### src/rtl/window_deserializer.sv
// Receive side of the window stream: reassembles BEATS beats into one detection window
// and checks that every beat carries the same metadata as beat 0.
//
// state   | meaning
// COLLECT | accepting beats 0..BEATS-1; window_valid low
// FULL    | window held for downstream; next beat 0 may overlap the handshake
module window_deserializer #(
  parameter int WINDOW_WIDTH = 1152,
  parameter int BUS_WIDTH    = 128,
  parameter int META_WIDTH   = 4
) (
  input  logic                    clk,
  input  logic                    rst,
  input  logic                    stream_valid,
  input  logic [BUS_WIDTH-1:0]    stream,
  output logic                    stream_ready,
  output logic                    window_valid,
  input  logic                    window_ready,
  output logic [WINDOW_WIDTH-1:0] window,
  output logic [META_WIDTH-1:0]   metadata,
  output logic                    meta_error
);

  localparam int DATA_PORTION = BUS_WIDTH - META_WIDTH;
  localparam int BEATS        = (WINDOW_WIDTH + DATA_PORTION - 1) / DATA_PORTION;
  localparam int REMAIN       = WINDOW_WIDTH - (BEATS - 1) * DATA_PORTION;
  localparam int CNT_W        = (BEATS > 1) ? $clog2(BEATS) : 1;
  localparam logic [CNT_W-1:0] LAST_BEAT = CNT_W'(BEATS - 1);

  typedef enum logic {COLLECT = 1'b0, FULL = 1'b1} state_t;

  state_t                  state_q, state_d;
  logic [CNT_W-1:0]        beat_cnt_q, beat_cnt_d;
  logic [WINDOW_WIDTH-1:0] window_q, window_d;
  logic [META_WIDTH-1:0]   metadata_q, metadata_d;
  logic                    meta_error_q, meta_error_d;

  logic                    accept;
  logic                    wr_en;
  logic [CNT_W-1:0]        wr_idx;
  logic [META_WIDTH-1:0]   beat_meta;
  logic [DATA_PORTION-1:0] beat_data;

  assign beat_meta = stream[BUS_WIDTH-1 -: META_WIDTH];
  assign beat_data = stream[DATA_PORTION-1:0];

  // In FULL the only beat we can take is the next window's beat 0, and only when
  // the held window leaves in the same cycle.
  assign stream_ready = (state_q == COLLECT) ? 1'b1 : window_ready;
  assign accept       = stream_valid && stream_ready;

  always_comb begin
    state_d      = state_q;
    beat_cnt_d   = beat_cnt_q;
    metadata_d   = metadata_q;
    meta_error_d = 1'b0;
    wr_en        = 1'b0;
    wr_idx       = beat_cnt_q;
    unique case (state_q)
      COLLECT: begin
        if (accept) begin
          wr_en = 1'b1;
          if (beat_cnt_q == '0) begin
            metadata_d = beat_meta;
          end else if (beat_meta != metadata_q) begin
            meta_error_d = 1'b1;
          end
          if (beat_cnt_q == LAST_BEAT) begin
            beat_cnt_d = '0;
            state_d    = FULL;
          end else begin
            beat_cnt_d = beat_cnt_q + CNT_W'(1);
          end
        end
      end
      FULL: begin
        if (window_ready) begin
          state_d    = COLLECT;
          beat_cnt_d = '0;
          if (stream_valid) begin
            wr_en      = 1'b1;
            wr_idx     = '0;
            metadata_d = beat_meta;
            beat_cnt_d = CNT_W'(1);
          end
        end
      end
      default: state_d = COLLECT;
    endcase
  end

  // Last beat only carries REMAIN meaningful bits; the rest of its slice is padding.
  always_comb begin
    window_d = window_q;
    for (int k = 0; k < BEATS - 1; k++) begin
      if (wr_en && (wr_idx == CNT_W'(k))) begin
        window_d[k*DATA_PORTION +: DATA_PORTION] = beat_data;
      end
    end
    if (wr_en && (wr_idx == LAST_BEAT)) begin
      window_d[(BEATS-1)*DATA_PORTION +: REMAIN] = beat_data[REMAIN-1:0];
    end
  end

  always_ff @(posedge clk or negedge rst) begin
    if (!rst) begin
      state_q      <= COLLECT;
      beat_cnt_q   <= '0;
      window_q     <= '0;
      metadata_q   <= '0;
      meta_error_q <= 1'b0;
    end else begin
      state_q      <= state_d;
      beat_cnt_q   <= beat_cnt_d;
      window_q     <= window_d;
      metadata_q   <= metadata_d;
      meta_error_q <= meta_error_d;
    end
  end

  assign window_valid = (state_q == FULL);
  assign window       = window_q;
  assign metadata     = metadata_q;
  assign meta_error   = meta_error_q;

endmodule

### config.mk
export PLATFORM = sky130hd
export DESIGN_NAME = window_deserializer
export DESIGN_NICKNAME = d
export VERILOG_FILES = /design/src/rtl/window_deserializer.sv
export SDC_FILE = /design/constraint.sdc
export NUM_CORES = 1
export LEC_CHECK = 0
export CELL_PAD_IN_SITES_DETAIL_PLACEMENT = 2
export CELL_PAD_IN_SITES_GLOBAL_PLACEMENT = 2
export CORE_AREA = 2 2 502 504
export DETAILED_ROUTE_END_ITERATION = 8
export DIE_AREA = 0 0 504 506
export PLACE_DENSITY = 0.55
export SLEW_MARGIN = 30
export SYNTH_ARGS = -nofsm -noshare
export SYNTH_HDL_FRONTEND = slang
export SYNTH_SLANG_ARGS = --single-unit
### constraint.sdc
create_clock -name clk -period 2.7 [get_ports clk]
set_input_delay 0.54 -clock clk [delete_from_list [all_inputs] [get_ports clk]]
set_output_delay 0.54 -clock clk [all_outputs]
set_load 0.005 [all_outputs]
==> impl_results.md <==
- Required arrival time at the worst endpoint: 2.16 ns
- Setup repair after global routing missed its margin: false
- Kind of end point of the critical path: primary output
- Initial cell density of the core: 17.3%
- Growth of design area from synthesis to finish: 53.5%
- Type of the tightest min-delay check: input pin to asynchronous set/reset pin
- Vias in the first global route: 31800
- Antenna violations before repair: 26
- Ys flop type: dfrtp_1
- Mean cell area of the mapped netlist: 17.1 um^2
- Global routing usage summed across all routing layers: 15.1%
- Number of flops mapped to enable cells by yosys: 0
- Critical path data arrival time: 1.95 ns
- H-tree depth: 4
- Most instantiated library cell after synthesis: dfrtp_1
- Area fraction in compound gates after synthesis: 0.188%
- Final worst path period need: 2.49 ns
- Worst path buffer plus inverter count: 1
- Net Count, Synth: 2673
- Share of the synthesized netlist area taken by xor and xnor gates: 0.0809%
- Post-route fraction of the period consumed by the critical path: 92.2%
- Final setup violating endpoints: 0
- Cell types occupying the most area after synthesis: dfrtp_1 67%, mux2_2 28%, mux2_1 1.8%
- Crit-path max FO: 2
- Post-layout nets: 4117
- Synth unique cells: 34
- Pwr Total: 86.0 mW
- Drt total wl: 196000 um
- Gate family responsible for the most delay along the worst path: buffers and inverters
- Global-route wire length before repair: 273000 um
- Max cap viols: 0
- Count of mapped cells out of synthesis: 2538
- Peak clock frequency supported by timing: 0.402 GHz
- Clock transition time at the flip-flop clock pins of the worst setup and hold paths: 0.06 ns
- Final-report max-slew violation count: 0
- Number of buffers on the longest clock path: 3
- Drc violations: 0
- Post-synthesis register bit count: 1162
- Worst slack on hold paths: 0.340 ns
- Largest net degree at the start of global routing: 85
- Via count of the routed design: 28400
- CTS tree: yes
- Multiplexer fraction of the synthesized cell area: 30.1%
- Category of the worst setup path launch point: flip-flop
- Most area-hungry cell type in the Yosys netlist: dfrtp_1
- Proportion of netlist area held by the largest area contributor: 67.2%
- Slew at the pin with the worst max-slew slack: 0.803 ns
- WL/cell: 26.3 um
- Worst ir drop on vdd: 589 uV
- Clock insertion delay at the later pin of the skew report: 0.77 ns
- Cell at the root of the clock tree: clkbuf_16
- Tightest slew margin relative to the limit: 46.3%
- Final Hold Fails: 0
- Lkg Pwr: 27.7 nW
- Total standard cell area after synthesis: 43300 um^2
- Port Buffer Count: 1290
- Vias per cell: 3.82
- Number of buffers added for setup after CTS: 0
- Post-synth ARST share: 100%
- Antenna-violating nets left: 0
- Congestion Overflow GR: 0
- Fraction of the yosys area taken by sequential cells: 67.2%
- Status: finished, final reports clean
- Stage delay of the slowest cell on the critical path: 0.66 ns
- Std-Cell Rows: 184
- Cell Chain, Critical Path: clkdlybuf4s50_1
- Top-level port count: 1291
- RD Place Congestion: 0.747
- Type of the worst setup path: flip-flop to primary output
- Clk sinks: 1162
- Floorplan die height: 506 um
- Fraction of layout instances using a drive strength above 1: 36.3%
- Number of buffers inserted during clock tree synthesis: 144
- Die span in x: 504 um
- Die Outline Area: 255000 um^2
- Detailed-router iteration count before antenna repair: 4
- Dominant combinational cell family by area after synthesis: multiplexers
- Count of synthesis-stage warnings from yosys: 0
- Pwr per Cell Area: 1290 nW/um^2
- Worst setup skew after layout: 0.0296 ns
- HPWL reported at the end of detailed placement: 144000 um
- DRC marker count from the first detailed-route iteration: 913
- CORE AREA: 250000 um^2
- Simple-gate share of the synthesized area: 0.517%
- Post-synthesis adder-cell area fraction: 0.0867%
- Critical path's slowest cell: clkdlybuf4s50_1
- Top cells by count, synth: 1162 x dfrtp_1, 1088 x mux2_2, 85 x buf_2, 68 x mux2_1, 42 x buf_1
-- flip-flops by register name, indices dropped and copies added (netlist names) --
name          cells
meta_error        1
metadata          4
window         1152
window_valid      1
beat_cnt_q        4
-- power breakdown --
part	internal [mW]	switching, mW	total (mW)
clock	11.3	7.99	19.3
sequential	26.1	4.68	30.8
combinational	22.4	13.5	35.9
-- per-stage QoR --
stage	TNS [ns]	area, um^2	utilization, %	setup WS (ns)	std cells
after floorplan	0	43300	-	0.743	2538
after global placement	-1.60	61700	24.7	-0.0481	7183
after detailed placement	-2.97	61700	24.7	-0.0644	7183
after CTS	0	66400	26.6	0.0185	7436
after global routing	0	66400	26.6	0.0824	7441
final	0	66500	26.6	0.210	7452
-- area by class of cell --
type	instances	area, um^2
Fill cell	26500	184000
Sequential cell	1162	29100
Timing Repair Buffer	1463	15000
Multi-Input combinational cell	1208	13500
Clock buffer	222	4330
Tap cell	3348	4190
Clock inverter	30	353
Antenna cell	16	40.0
Inverter	3	11.3
-- kinds of logic after synthesis --
| kind of cell | Yosys count |
|---|---|
| flops | 1162 |
| xor+xnor | 4 |
| mux | 1157 |
| compound gates | 13 |
| buf+inv | 168 |
| simple gates | 31 |
| fa+ha+maj | 3 |
-- final timing paths --
| kind | cells after the start | from | slack (ns) | to |
|---|---|---|---|---|
| max reg2reg | 5 | beat_cnt_q[2]$_DFFE_PN0P_ | 0.38 | window[1093]$_DFFE_PN0P_ |
| min in group clk | 2 | stream[124] | 0.46 | metadata[0]$_DFFE_PN0P_ |
| max | 1 | window[6]$_DFFE_PN0P_ | 0.21 | window[6] |
| min | 2 | rst | 0.34 | window[989]$_DFFE_PN0P_ |
| min reg2reg | 1 | window[1094]$_DFFE_PN0P_ | 0.48 | window[1094]$_DFFE_PN0P_ |
| max in group asynchronous | 3 | rst | 1.29 | window[416]$_DFFE_PN0P_ |
-- metal layers --
layer | track usage, % | wire [um] | part of all wire (%) | up-vias
li1 | - | - | - | 11900
met1 | 17.5 | 76700 | 39 | 15200
met2 | 25.0 | 93400 | 48 | 1116
met3 | 6.64 | 19600 | 10 | 255
met4 | 5.02 | 6220 | 3.2 | 4
met5 | 0 | 25 | 0.013 | -
-- timing repair --
item	CTS	global route
endpoints found under the setup margin	1	0
resized for setup	1	0
hold buffers	1	0
hold endpoints to repair	20	0
-- cells in the final DEF (no fill, tap or decap), drive strengths merged, types with 5 or more instances in the layout --
master / n
clkdlybuf4s50: 1288
dfrtp: 1162
mux2: 1156
clkbuf: 222
buf: 173
clkinv: 22
diode: 16
inv: 8
nand2b: 5
nand3: 5
Note: power is estimated with default switching activity, not from simulation.
